**config.mk**
```make
export PLATFORM = sky130hd
export DESIGN_NAME = f1_light_seq
export DESIGN_NICKNAME = d
export VERILOG_FILES = /design/src/rtl/f1_pkg.sv /design/src/rtl/f1_light_seq_tick_gen.sv /design/src/rtl/f1_light_seq.sv
export SDC_FILE = /design/constraint.sdc
export NUM_CORES = 1
export LEC_CHECK = 0
export ABC_AREA = 1
export CORE_AREA = 3 3 84 86
export CTS_CLUSTER_SIZE = 14
export DETAILED_ROUTE_END_ITERATION = 7
export DIE_AREA = 0 0 87 89
export PLACE_DENSITY = 0.79
export SETUP_SLACK_MARGIN = 0.2
export SYNTH_ARGS = -nofsm -noshare
export SYNTH_HDL_FRONTEND = slang
export SYNTH_HIERARCHICAL = 1
export SYNTH_SLANG_ARGS = --single-unit
```
**constraint.sdc**
```tcl
create_clock -name clk -period 6.1 [get_ports clk]
set_input_delay 1.83 -clock clk [delete_from_list [all_inputs] [get_ports clk]]
set_output_delay 1.83 -clock clk [all_outputs]
set_load 0.01 [all_outputs]
```
**src/rtl/f1_pkg.sv**
```systemverilog
// f1_pkg: shared state encoding and constants for the F1 start-light sequencer.
package f1_pkg;
  typedef enum logic [1:0] {IDLE, LIGHTS, HOLD, TIMING} f1_state_t;
  localparam int F1_N_LIGHTS = 8;
  localparam int F1_RT_W = 16;
  localparam logic [6:0] F1_DELAY_MASK = 7'h7F;
endpackage

```
**src/rtl/f1_light_seq_tick_gen.sv**
```systemverilog
// tick_gen: one-cycle tick every TICK_CYCLES clocks, held at phase zero while clr is high.
module tick_gen #(
  parameter int TICK_CYCLES = 1000
) (
  input  logic clk,
  input  logic rst,
  input  logic clr,
  output logic tick
);
  localparam int CW = $clog2(TICK_CYCLES);
  logic [CW-1:0] cnt_q, cnt_d;
  always_comb begin
    tick = cnt_q == CW'(TICK_CYCLES - 1);
    cnt_d = (clr || tick) ? '0 : cnt_q + 1'b1;
  end
  always_ff @(posedge clk or negedge rst)
    if (!rst) cnt_q <= '0;
    else cnt_q <= cnt_d;
endmodule

```
**src/rtl/f1_light_seq.sv**
```systemverilog
// f1_light_seq: F1 start-light sequencer with random hold and reaction timer.
// Define F1_JUMP_START_EN to abort the start and flag a false start on early react.
module f1_light_seq
  import f1_pkg::*;
#(
  parameter int TICK_CYCLES = 1000,
  parameter int N_LIGHTS = F1_N_LIGHTS,
  parameter int RT_W = F1_RT_W
) (
  input  logic                clk,
  input  logic                rst,
  input  logic                trigger,
  input  logic                react,
  input  logic [7:0]          lfsr_data,
  output logic                lfsr_en,
  output logic [N_LIGHTS-1:0] lights,
  output logic                busy,
  output logic [RT_W-1:0]     reaction_time,
  output logic                reaction_valid,
  output logic                jump_start
);
`ifdef F1_JUMP_START_EN
  localparam bit JS_EN = 1'b1;
`else
  localparam bit JS_EN = 1'b0;
`endif
  f1_state_t state_q, state_d;
  logic [N_LIGHTS-1:0] lights_q, lights_d;
  logic [7:0] hold_q, hold_d;
  logic [RT_W-1:0] rt_q, rt_d, rtime_q, rtime_d;
  logic valid_q, valid_d, js_q, js_d, tick, early;
  tick_gen #(.TICK_CYCLES(TICK_CYCLES)) u_tick (
    .clk (clk),
    .rst (rst),
    .clr (state_q == IDLE),
    .tick(tick)
  );
  assign early = JS_EN && react && (state_q == LIGHTS || state_q == HOLD);
  always_comb begin
    state_d = state_q;
    lights_d = lights_q;
    hold_d = hold_q;
    rt_d = rt_q;
    rtime_d = rtime_q;
    valid_d = 1'b0;
    js_d = js_q;
    if (early) begin
      state_d = IDLE;
      lights_d = '0;
      js_d = 1'b1;
      rtime_d = '0;
      valid_d = 1'b1;
    end else begin
      case (state_q)
        IDLE: if (trigger) begin
          state_d = LIGHTS;
          lights_d = '0;
          js_d = 1'b0;
        end
        LIGHTS: if (tick) begin
          lights_d = {lights_q[N_LIGHTS-2:0], 1'b1};
          if (&lights_q[N_LIGHTS-2:0]) begin
            state_d = HOLD;
            hold_d = (lfsr_data & {1'b0, F1_DELAY_MASK}) + 8'd1;
          end
        end
        HOLD: if (tick) begin
          if (hold_q == 8'd1) begin
            state_d = TIMING;
            lights_d = '0;
            rt_d = '0;
          end else hold_d = hold_q - 8'd1;
        end
        TIMING: if (react) begin
          state_d = IDLE;
          rtime_d = rt_q;
          valid_d = 1'b1;
        end else if (tick && rt_q != '1) rt_d = rt_q + 1'b1;
        default: state_d = IDLE;
      endcase
    end
  end
  always_ff @(posedge clk or negedge rst)
    if (!rst) begin
      state_q <= IDLE;
      lights_q <= '0;
      hold_q <= '0;
      rt_q <= '0;
      rtime_q <= '0;
      valid_q <= 1'b0;
      js_q <= 1'b0;
    end else begin
      state_q <= state_d;
      lights_q <= lights_d;
      hold_q <= hold_d;
      rt_q <= rt_d;
      rtime_q <= rtime_d;
      valid_q <= valid_d;
      js_q <= js_d;
    end
  assign lfsr_en = state_q == IDLE || state_q == LIGHTS;
  assign busy = state_q != IDLE;
  assign lights = lights_q;
  assign reaction_time = rtime_q;
  assign reaction_valid = valid_q;
  assign jump_start = JS_EN && js_q;
endmodule

```
==> qor.csv, run 1 <==
metric;value;unit
crit path DAT;1.98;ns
P_leak;0.00192;µW
Sequential Area;1530;µm²
first-pass GRT wire length;12900;µm
total wire length;7430;µm
CP Class;reg2out;
distinct cell type count after synthesis;31;
Final setup viols;0;
CTS H-tree depth;3;
fin nets;541;
ratio of cells with drive above 1 in the final layout;0.0725;
CTS hold repair buffers;0;
MaxCap Viol Count;0;
TritonCTS Sinks;61;
Yosys top cell by area;dfrtp_1;
Rows;29;
drt first pass iters;4;
Mapped Nets;503;
detailed placement HPWL;5310;µm
antenna violations before repair;0;
worst vdd rail ir drop;0.205;mV
clk buf depth;2;
Yosys top cell area share;0.440;
GRT overflow;0;
CTS root buf;clkbuf_8;
ant diodes;0;
Synth area leaders;dfrtp_1 44%, nand2_1 20%, nor2_1 5.5%, o21ai_0 5.5%, nand3_1 4.5%;
Hold Startpoint;reaction_time[8]$_DFFE_PN0P_;
total setup buffers inserted after CTS;0;
DRC violations left;0;
Non-Filler Instances;601;
Yosys reg bits;61;
pin count of the biggest net entering global routing;62;
final instance area;4080;µm²
dpl cells;585;
clock latency on the worst-skew pair;0.34;ns
dpl ws;2.35;ns
status;completed;
warnings from Yosys;6;
worst rel slew slack;0.361;
height of the chip;89;µm
f_max;263;MHz
Seq/Total Area, Yosys;0.440;
Worst EP required;4.27;ns
final period utilization;0.624;
Multi-input gate area;1710;µm²
Starting Density;0.547;
Clock Pin Slew Worst Setup and Hold Paths;0.07;ns
final hold vios;0;
Tightest Pin Transition;0.959;ns
Mean Syn Cell Area;7.22;µm²
RR Startpoint;u_tick/cnt_q[0]$_DFF_PN0_;
number of global-route vias before repair;2942;
Post-Synthesis Cells;481;
vias per std cell;5.19;
total number of vias;3121;
setup_tns;0;ns
CP max FO;11;
Slew Limit Fails;0;
Num CTS Buffers;9;
CTS resizes;0;
GRT Total Usage;0.210;
synthesis-to-finish area growth;17.5;%
post-route minimum period;3.81;ns
Setup crit start kind;flop;
port bufs;37;
Placed Instance Area;3870;µm²
die footprint;7740;µm²
TritonCTS clock tree;yes;
most common cell after layout, fill and taps aside;nand2_1;
Filler Cells Inserted;553;
Final Wtd Congestion;0.909;
pwr/cell area;354;nW/µm²
WL/cell;12.4;µm
critical path endpoint category;output port;
Core Region;6350;µm²
Min-Delay Path Class;reg2reg;
Iter 0 DRT Violations;199;
die width;87;µm
boundary pin count;40;
clock skew;0.00980;ns
total chip power;1440;µW
Post-Syn Area;3470;µm²
final worst slack;2.29;ns
Antenna Nets Post-Route;0;
RSZ-0062 raised after global routing;false;
most frequent cells in the layout;185 x nand2_1, 61 x dfrtp_1, 51 x nor2_1;
Setup crit start;state_q[1]$_DFFE_PN0P_;
-- logic make-up (layout without fill, tap and decap cells) --
kind of cell               after synthesis  after routing  synth area share
xor gates and xnor gates                 6              6            0.0151
adders and majority gates               10             10            0.0360
and+or+nand+nor                        296            296             0.359
buffers and inverters                   54             97            0.0667
DFF                                     61             61             0.440
other                                    1              1           0.00108
AOI/OAI and AO/OA                       53             53            0.0822
-- worst max-delay path, cell delays in order, from the launching register on --
cell,delay (ns)
dfrtp_1,0.43
inv_1,0.10
ha_1,0.37
inv_1,0.12
nand2_1,0.09
clkdlybuf4s50_1,0.53
-- state kept, by name, summed over array words and instances, names as in the netlist --
register	count
lights	8
reaction_time	16
state_q	2
hold_q	8
u_tick/cnt_q	10
rt_q	16
reaction_valid	1
-- cell usage after synthesis --
cell      number
a21oi_1        9
clkbuf_1       5
nand3b_1       2
buf_8          1
a31oi_1        1
ha_1          10
conb_1         1
o21bai_1       2
nor2_1        51
o21ai_4        1
o21ai_1        1
nand3_2        1
buf_4          2
nand4_1        6
xor2_1         5
buf_2          2
nand2_2        3
nand2_1      185
inv_2          3
dfrtp_1       61
nor2_4         2
nor2_2         5
nand3_1       31
nor3_1         5
inv_1         40
buf_6          1
o21a_1         1
or2_2          2
xnor2_1        1
nand2_4        3
o21ai_0       38
-- worst paths after layout --
check,slack (ns),to,depth (start not counted)
worst min-delay path,0.48,reaction_time[8]$_DFFE_PN0P_,2
worst min register to register,0.48,reaction_time[8]$_DFFE_PN0P_,2
worst max-delay path,2.29,lfsr_en,5
worst max register to register,3.20,hold_q[5]$_DFFE_PN0P_,14
max in group asynchronous,3.95,reaction_time[9]$_DFFE_PN0P_,2
min in group asynchronous,1.63,u_tick/cnt_q[9]$_DFF_PN0_,2
-- report_power, final --
part           internal (µW)  leakage [µW]  total (µW)  switching [µW]
combinational            183      0.000973         540             356
sequential               469      0.000832         526            57.0
clock                    220      0.000112         377             158
total                    872       0.00192        1440             571
-- per-stage QoR --
step | utilization | hold slack (ns)
final | 0.643 | 0.481
after global routing | 0.643 | 0.510
after floorplan | - | 0.453
after detailed placement | 0.610 | 0.470
after global placement | 0.610 | 0.464
after CTS | 0.643 | 0.490
-- area by class of cell --
cell class              count  area share
multi-input cells         366       0.420
flip-flops and latches     61       0.374
repair buffers             38      0.0914
clock buffers              12      0.0405
inverters                  43      0.0395
well taps                  77      0.0236
clock inverters             4      0.0110
-- per-layer routing --
| metal | GRT usage | wire [µm] | up-vias |
|---|---|---|---|
| met3 | 0.0581 | 299 | 18 |
| met2 | 0.353 | 3600 | 64 |
| li1 | - | - | 1593 |
| met5 | 0 | 0 | - |
| met1 | 0.264 | 3400 | 1446 |
| met4 | 0.0694 | 142 | 0 |
No activity file was read; power rests on OpenSTA's default activity.
==> run 2: changes to the inputs <==
==> constraint.sdc (replaced) <==
create_clock -name clk -period 3.8 [get_ports clk]
set_input_delay 1.14 -clock clk [delete_from_list [all_inputs] [get_ports clk]]
set_output_delay 1.14 -clock clk [all_outputs]
set_load 0.01 [all_outputs]
==> run 2 against run 1 <==
  * Routed wire length rose by 4.2%
  * Combinational power is 64% higher
  * Sequential power increased by 60%
  * Critical endpoint unchanged
==> qor.csv, run 2 (synthesized netlist as in run 1, its figures left out) <==
metric;value;unit;change
status;completed;;
Antenna Nets Post-Route;0;;unchanged
synthesis-to-finish area growth;18.2;%;
f_max;316;MHz;
final hold vios;0;;unchanged
Filler Cells Inserted;550;;-0.54%
R2R Setup Slk;1.29;ns;-1.91 ns
fin nets;542;;+0.18%
worst rel slew slack;0.489;;+0.129
setup_tns;0;ns;unchanged
Num CTS Buffers;9;;unchanged
most frequent cells in the layout;185 x nand2_1, 61 x dfrtp_1, 51 x nor2_1;;
crit path DAT;2.03;ns;+0.05 ns
ant diodes;0;;unchanged
Final Wtd Congestion;0.887;;-2.4%
clock latency on the worst-skew pair;0.34;ns;about the same
antenna violations before repair;0;;unchanged
WL/cell;12.9;µm;+4.0%
TritonCTS clock tree;yes;;
DRC violations left;0;;unchanged
worst vdd rail ir drop;0.341;mV;+66%
most common cell after layout, fill and taps aside;nand2_1;;
Tightest Pin Transition;0.766;ns;-0.193 ns
CTS resizes;0;;unchanged
total setup buffers inserted after CTS;0;;unchanged
CTS hold repair buffers;0;;unchanged
Starting Density;0.547;;unchanged
clk buf depth;2;;unchanged
Worst Hold Endpoint;reaction_time[2]$_DFFE_PN0P_;;
Min-Delay Path Class;reg2reg;;
die footprint;7740;µm²;unchanged
total chip power;2380;µW;+65%
detailed placement HPWL;5280;µm;-0.53%
vias per std cell;5.16;;-0.61%
ratio of cells with drive above 1 in the final layout;0.0743;;+0.00177
height of the chip;89;µm;unchanged
Setup crit start kind;flop;;
TritonCTS Sinks;61;;unchanged
final period utilization;0.834;;
clock skew;0.00608;ns;-0.00372 ns
drt first pass iters;5;;+1
Final setup viols;0;;unchanged
Iter 0 DRT Violations;201;;+1.0%
post-route minimum period;3.17;ns;
MaxCap Viol Count;0;;unchanged
CP Class;reg2out;;
first-pass GRT wire length;13000;µm;+1.2%
RSZ-0062 raised after global routing;false;;
P_leak;0.00192;µW;+0.28%
Hold Startpoint;reaction_time[2]$_DFFE_PN0P_;;
Register-to-Register Path Depth;7;;-7
Slew Limit Fails;0;;unchanged
Rows;29;;unchanged
Core Region;6350;µm²;unchanged
total wire length;7750;µm;+4.2%
CTS root buf;clkbuf_8;;
WHS Path Cells;2;;unchanged
number of global-route vias before repair;2939;;-0.10%
CP max FO;11;;unchanged
Clock Pin Slew Worst Setup and Hold Paths;0.07;ns;about the same
boundary pin count;40;;unchanged
GRT Total Usage;0.214;;+0.00337
pin count of the biggest net entering global routing;62;;unchanged
GRT overflow;0;;unchanged
critical path endpoint category;output port;;
Worst EP required;2.66;ns;-1.61 ns
worst flop-to-flop path endpoint;rt_q[13]$_DFFE_PN0P_;;
RR Startpoint;state_q[0]$_DFFE_PN0P_;;
CTS H-tree depth;3;;unchanged
total number of vias;3107;;-0.45%
die width;87;µm;unchanged
pwr/cell area;581;nW/µm²;+64%
port bufs;37;;unchanged
## run 2: cell types whose count changed in the layout (fill, tap and decap cells not counted), sizes merged
cell,change
clkinvlp,+1
clkbuf,-2
buf,+1
bufinv,+1
## run 2: stage by stage
stage | hold slack, ns | instances | utilization | area [µm²] | setup WS [ns]
finish | 0.483 | 602 | 0.646 | 4100 | 0.632
global route | 0.503 | 602 | 0.646 | 4100 | 0.503
CTS | 0.489 | 602 | 0.646 | 4100 | 0.649
detailed placement | 0.469 | 586 | 0.611 | 3880 | 0.679
global placement | 0.465 | 586 | 0.611 | 3880 | 0.749
floorplan | 0.453 | 481 | - | 3470 | 1.69
## run 2: how the worst max path moves through the flow
stage,from,end,slack (ns),cells past startpoint
floorplan,u_tick/cnt_q[0]$_DFF_PN0_,hold_q[0]$_DFFE_PN0P_,1.69,13
global placement,react,rt_q[13]$_DFFE_PN0P_,0.75,8
detailed placement,react,rt_q[13]$_DFFE_PN0P_,0.68,8
CTS,state_q[1]$_DFFE_PN0P_,lfsr_en,0.65,5
global route,state_q[1]$_DFFE_PN0P_,lfsr_en,0.50,5
finish,state_q[1]$_DFFE_PN0P_,lfsr_en,0.63,5
## run 2: final cells by class
type / count / area, µm² / share of cell area
inverters: 43 / 161 / 0.0393
clock inverters: 6 / 86.3 / 0.0210
multi-input cells: 366 / 1710 / 0.418
clock buffers: 10 / 138 / 0.0335
repair buffers: 39 / 380 / 0.0927
well taps: 77 / 96.3 / 0.0235
flip-flops and latches: 61 / 1530 / 0.372
## run 2: critical path, stage by stage (launching register included)
cell             delay [ns]
dfrtp_1                0.43
inv_1                  0.10
ha_1                   0.40
inv_1                  0.14
nand2_1                0.09
clkdlybuf4s50_1        0.53
## run 2: per-layer routing
layer / GRT usage / part of all wire / vias up / routed length [µm]
met2: 0.364 / 0.49 / 94 / 3790
met4: 0.0935 / 0.015 / 0 / 114
li1: - / - / 1595 / -
met3: 0.0323 / 0.050 / 12 / 384
met5: 0 / 0 / - / 0
met1: 0.271 / 0.45 / 1406 / 3460
## run 2: power by group
group | internal, µW | total, µW | switching, µW
clock network | 386 | 658 | 272
registers | 752 | 843 | 91.2
logic | 302 | 884 | 582
total | 1440 | 2380 | 945
==> run 3: changes to the inputs <==
==> constraint.sdc (replaced) <==
create_clock -name clk -period 3.3 [get_ports clk]
set_input_delay 0.99 -clock clk [delete_from_list [all_inputs] [get_ports clk]]
set_output_delay 0.99 -clock clk [all_outputs]
set_load 0.01 [all_outputs]
==> run 3 against run 2 <==
  * Setup slack got worse by 0.23 ns
  * Routed wire length fell by 1.4%
  * Critical path depth did not move
  * Cell area barely moved
==> qor.csv, run 3 (synthesized netlist as in run 1, its figures left out) <==
metric;value;unit;change
status;completed;;
boundary pin count;40;;unchanged
setup_tns;0;ns;unchanged
CTS hold repair buffers;0;;unchanged
final worst slack;0.404;ns;-0.228 ns
dpl cells;588;;+0.34%
height of the chip;89;µm;unchanged
GRT Total Usage;0.213;;-0.000814
WL/cell;12.6;µm;-1.8%
clock skew;0.00829;ns;+0.00221 ns
clk buf depth;2;;unchanged
Core Region;6350;µm²;unchanged
Tightest Pin Transition;0.695;ns;-0.0708 ns
DRC violations left;0;;unchanged
Worst Hold Endpoint;reaction_time[11]$_DFFE_PN0P_;;
total chip power;2670;µW;+12%
total number of vias;3176;;+2.2%
Num CTS Buffers;9;;unchanged
vias per std cell;5.26;;+1.9%
post-route minimum period;2.90;ns;
die footprint;7740;µm²;unchanged
f_max;345;MHz;
CTS root buf;clkbuf_8;;
ratio of cells with drive above 1 in the final layout;0.0778;;+0.00351
Register-to-Register Path Depth;8;;+1
antenna violations before repair;0;;unchanged
max incr delay on CP;0.54;ns;about the same
synthesis-to-finish area growth;18.1;%;about the same
Min-Delay Path Class;reg2reg;;
fin nets;544;;+0.37%
P_leak;0.00193;µW;+0.22%
number of global-route vias before repair;2984;;+1.5%
critical path endpoint category;output port;;
RR Startpoint;state_q[0]$_DFFE_PN0P_;;
RSZ-0062 raised after global routing;false;;
Antenna Nets Post-Route;0;;unchanged
first-pass GRT wire length;13000;µm;+0.16%
Critical Path Slowest Stage Cell;clkdlybuf4s50_1;;
ant diodes;0;;unchanged
Rows;29;;unchanged
Hold Startpoint;reaction_time[11]$_DFFE_PN0P_;;
Iter 0 DRT Violations;214;;+6.5%
WHS Path Cells;2;;unchanged
pwr/cell area;651;nW/µm²;+12%
Non-Filler Instances;604;;+0.33%
worst vdd rail ir drop;0.401;mV;+18%
port bufs;37;;unchanged
worst hold margin;0.486;ns;+0.00259 ns
CP Class;reg2out;;
TritonCTS Sinks;61;;unchanged
clock latency on the worst-skew pair;0.34;ns;about the same
most common cell after layout, fill and taps aside;nand2_1;;
Slew Limit Fails;0;;unchanged
crit path DAT;1.91;ns;-0.12 ns
final hold vios;0;;unchanged
Starting Density;0.547;;unchanged
worst flop-to-flop path endpoint;lights[3]$_DFFE_PN0P_;;
Setup crit start kind;flop;;
drt first pass iters;4;;-1
most frequent CP cell;inv_1;;
final period utilization;0.877;;
TritonCTS clock tree;yes;;
R2R Setup Slk;0.91;ns;-0.38 ns
die width;87;µm;unchanged
Final Wtd Congestion;0.903;;+1.8%
CP max FO;11;;unchanged
GRT overflow;0;;unchanged
Final setup viols;0;;unchanged
MaxCap Viol Count;0;;unchanged
dpl ws;0.530;ns;-0.150 ns
detailed placement HPWL;5480;µm;+3.6%
pin count of the biggest net entering global routing;32;;-48%
most frequent cells in the layout;185 x nand2_1, 61 x dfrtp_1, 51 x nor2_1;;
total wire length;7630;µm;-1.4%
Worst EP required;2.31;ns;-0.35 ns
CTS H-tree depth;3;;unchanged
Clock Pin Slew Worst Setup and Hold Paths;0.07;ns;about the same
worst rel slew slack;0.537;;+0.0472
crit-path cells;inv_1, ha_2, inv_1, nand2_1, clkdlybuf4s50_1;;
-- run 3: changes by cell type in the layout (fill, tap and decap cells not counted), sizes merged --
| cell | delta |
|---|---|
| clkinvlp | -1 |
| clkinv | +1 |
| buf | +2 |
| bufinv | -1 |
| clkbuf | +1 |
-- run 3: power breakdown --
part | total [µW] | internal [µW] | switching, µW
Sequential | 973 | 866 | 106
Combinational | 1040 | 365 | 674
Clock | 659 | 364 | 295
Total | 2670 | 1600 | 1080
-- run 3: layout make-up --
class                      count  area [µm²]
sequential                    61        1530
clock buffer                  11         141
multi-input combinational    366        1720
inverter                      43         161
fill                         534        2250
tap                           77        96.3
timing repair buffer          41         408
clock inverter                 5        50.0
-- run 3: worst max-delay path by stage --
stage                                  endpoint                       from  depth (start not counted)  slack [ns]
after floorplan           hold_q[0]$_DFFE_PN0P_  u_tick/cnt_q[0]$_DFF_PN0_                         13        1.19
after global placement     rt_q[13]$_DFFE_PN0P_                      react                          9        0.56
after detailed placement    rt_q[7]$_DFFE_PN0P_                      react                          9        0.53
after CTS                               lfsr_en     state_q[1]$_DFFE_PN0P_                          5        0.26
after global routing                    lfsr_en     state_q[1]$_DFFE_PN0P_                          5        0.31
final                                   lfsr_en     state_q[1]$_DFFE_PN0P_                          5        0.40
-- run 3: layer usage --
layer  routed length [µm]  part of all wire  vias to the layer above  track usage
met1                 3370              0.44                     1463        0.267
met3                  418             0.055                       15       0.0378
met4                  140             0.018                        0        0.101
met2                 3700              0.48                       96        0.359
met5                    0                 0                        -            0
li1                     -                 -                     1602            -
-- run 3: worst max-delay path: cells and delay by family (launching register included) --
kind                       cells  cell delay (ns)
and+or+nand+nor                1             0.08
DFF                            1             0.43
adders and majority gates      1             0.31
buffers and inverters          3             0.74
-- run 3: metrics by stage --
step	util	instance area (µm²)
global route	0.646	4100
CTS	0.645	4100
detailed placement	0.615	3910
floorplan	-	3470
global placement	0.615	3910
finish	0.646	4100
-- run 3: what timing repair did --
item,in CTS,in global routing
resized for setup,0,1
setup endpoints to repair,0,1
setup buffers,0,0
==> RTL edit: new RTL, flow settings as in run 1 <==
The package constant `F1_RT_W` goes from 16 to 24.
--- a/src/rtl/f1_pkg.sv
+++ b/src/rtl/f1_pkg.sv
@@ -3,5 +3,5 @@
   typedef enum logic [1:0] {IDLE, LIGHTS, HOLD, TIMING} f1_state_t;
   localparam int F1_N_LIGHTS = 8;
-  localparam int F1_RT_W = 16;
+  localparam int F1_RT_W = 24;
   localparam logic [6:0] F1_DELAY_MASK = 7'h7F;
 endpackage
Interface: changed (resized reaction_time); port bits go from 40 to 48. No check against the original RTL was run, so the function may have changed too.
==> RTL edit against run 1 <==
The run now ends with design-rule violations left. Largest power group is now registers. Core utilization up 15 points. Power rose by 17%. Highest routed layer unchanged. Area after synthesis increased by 26%. Via count increased by 32%. Design area grew 24%. Final cell count increased by 23%. Setup slack lost 0.062 ns. Critical path type is now in -> reg. Sequential share of layout area rose by 0.67 points. Routed wire length grew 39%. Die area unchanged. Sequential cell count increased by 16.
==> RTL edit: results (changes against run 1) <==
[synthesis]
synth_area_leaders=dfrtp_1 44%, nand2_1 19%, nor2_1 7.0%  ; was dfrtp_1 44%, nand2_1 20%, nor2_1 5.5%
seq_area_frac_synth=0.440  ; about the same
syn_inst=618  ; was 481
synth_compound_area_frac=0.0738  ; was 0.0822
yosys.area_share.adder=0.0286  ; was 0.0360
synth_commonest_cells=224 x nand2_1, 82 x nor2_1, 77 x dfrtp_1  ; was 185 x nand2_1, 61 x dfrtp_1, 51 x nor2_1
synth_xor_area_frac=0.0160  ; was 0.0151
synthesis.nets=640  ; was 503
synthMuxAreaShare=0  ; unchanged
yosysUniqueCellTypes=29  ; was 31

[worst_setup_path]
critPathMaxFanout=40  ; was 11
r2r_start=u_tick/cnt_q[0]  ; unchanged
cp-startpoint=react  ; was state_q[1]
cp.arrival_ns=4.11  ; was 1.98 ns
r2r-end=hold_q[7]  ; was hold_q[5]
endpoint=rt_q[13]  ; was lfsr_en
reg2reg_setup_slack_ns=3.10  ; was 3.20 ns

[finish]
fin_cells=740  ; was 601
drive_gt1_frac=0.0573  ; was 0.0725
fill_cells=427  ; was 553
final_core_util=0.797  ; was 0.643
fin_nets=680  ; was 541

[drt]
drc=4  ; was 0
wl_met1_um=4400  ; was 3400 um
wl_met3_um=724  ; was 299 um
drt_pass1_iterations=8  ; was 4
drt_iter0_markers=316  ; was 199
num_vias=4112  ; was 3,121
routed_wl_um=10300  ; was 7430 um

[power]
power.leakage_uw=0.00234  ; was 0.00192 uW
ir_drop_v=0.000238  ; was 0.000205 V

[global_routing]
use_met2=0.469  ; was 0.353
grtUsageMet1=0.360  ; was 0.264
grt_max_degree=78  ; was 62
globalRouteTotalUtil=0.279  ; was 0.210
use_met3=0.0433  ; was 0.0581
grt_pass1_vias=3805  ; was 2,942

[place]
place_hpwl_um=6860  ; was 5310 um
post-place-cells=724  ; was 585
place_area_um2=4840  ; was 3870 um^2
place_ws_ns=1.88  ; was 2.35 ns
portBuffers=45  ; was 37
globalplace.congestion=0.876  ; was 0.909

[sta]
max_freq_ghz=0.258  ; was 0.263 GHz
final_max_slew_viol_count=0  ; unchanged
skew_ns=0.00852  ; was 0.00980 ns
relSlewSlack=0.303  ; was 0.361
holdWs_ns=0.479  ; was 0.481 ns

[hold_path]
worstHoldStart=reaction_time[20]  ; was reaction_time[8]
min_to=reaction_time[20]  ; was reaction_time[8]

[outcome]
status=finished with violations  ; was completed
violations=design-rule violations

[RTL edit: cell count changes after synthesis, moves of 3 or more]
cell / delta
o21ai_1: +6
inv_1: +18
nand3_1: +6
a21oi_1: +3
dfrtp_1: +16
nor2_1: +31
buf_2: +3
nand4_1: +4
nand2_1: +39
o21ai_0: +4
[RTL edit: critical path: stages]
cell and delay [ns]:
clkdlybuf4s50_1 0.46, nand2_1 0.09, buf_4 0.35, inv_1 0.31
a21oi_1 0.19, nand3_1 0.15, inv_2 0.29, nand2_4 0.24
nand2_1 0.14, nand2_1 0.06
[RTL edit: where the power goes]
part	internal (uW)	leakage, uW	switching, uW	total [uW]
Clock	252	0.000116	188	440
Sequential	574	0.00106	63.3	638
Combinational	186	0.00117	422	608
Total	1010	0.00234	673	1690
[RTL edit: layout make-up]
cell class                      instances  area share
Clock inverter                          4      0.0138
Clock buffer                           12      0.0307
Multi-Input combinational cell        462       0.420
Sequential cell                        77       0.381
Tap cell                               77      0.0190
Inverter                               62      0.0460
Timing Repair Buffer                   46      0.0900
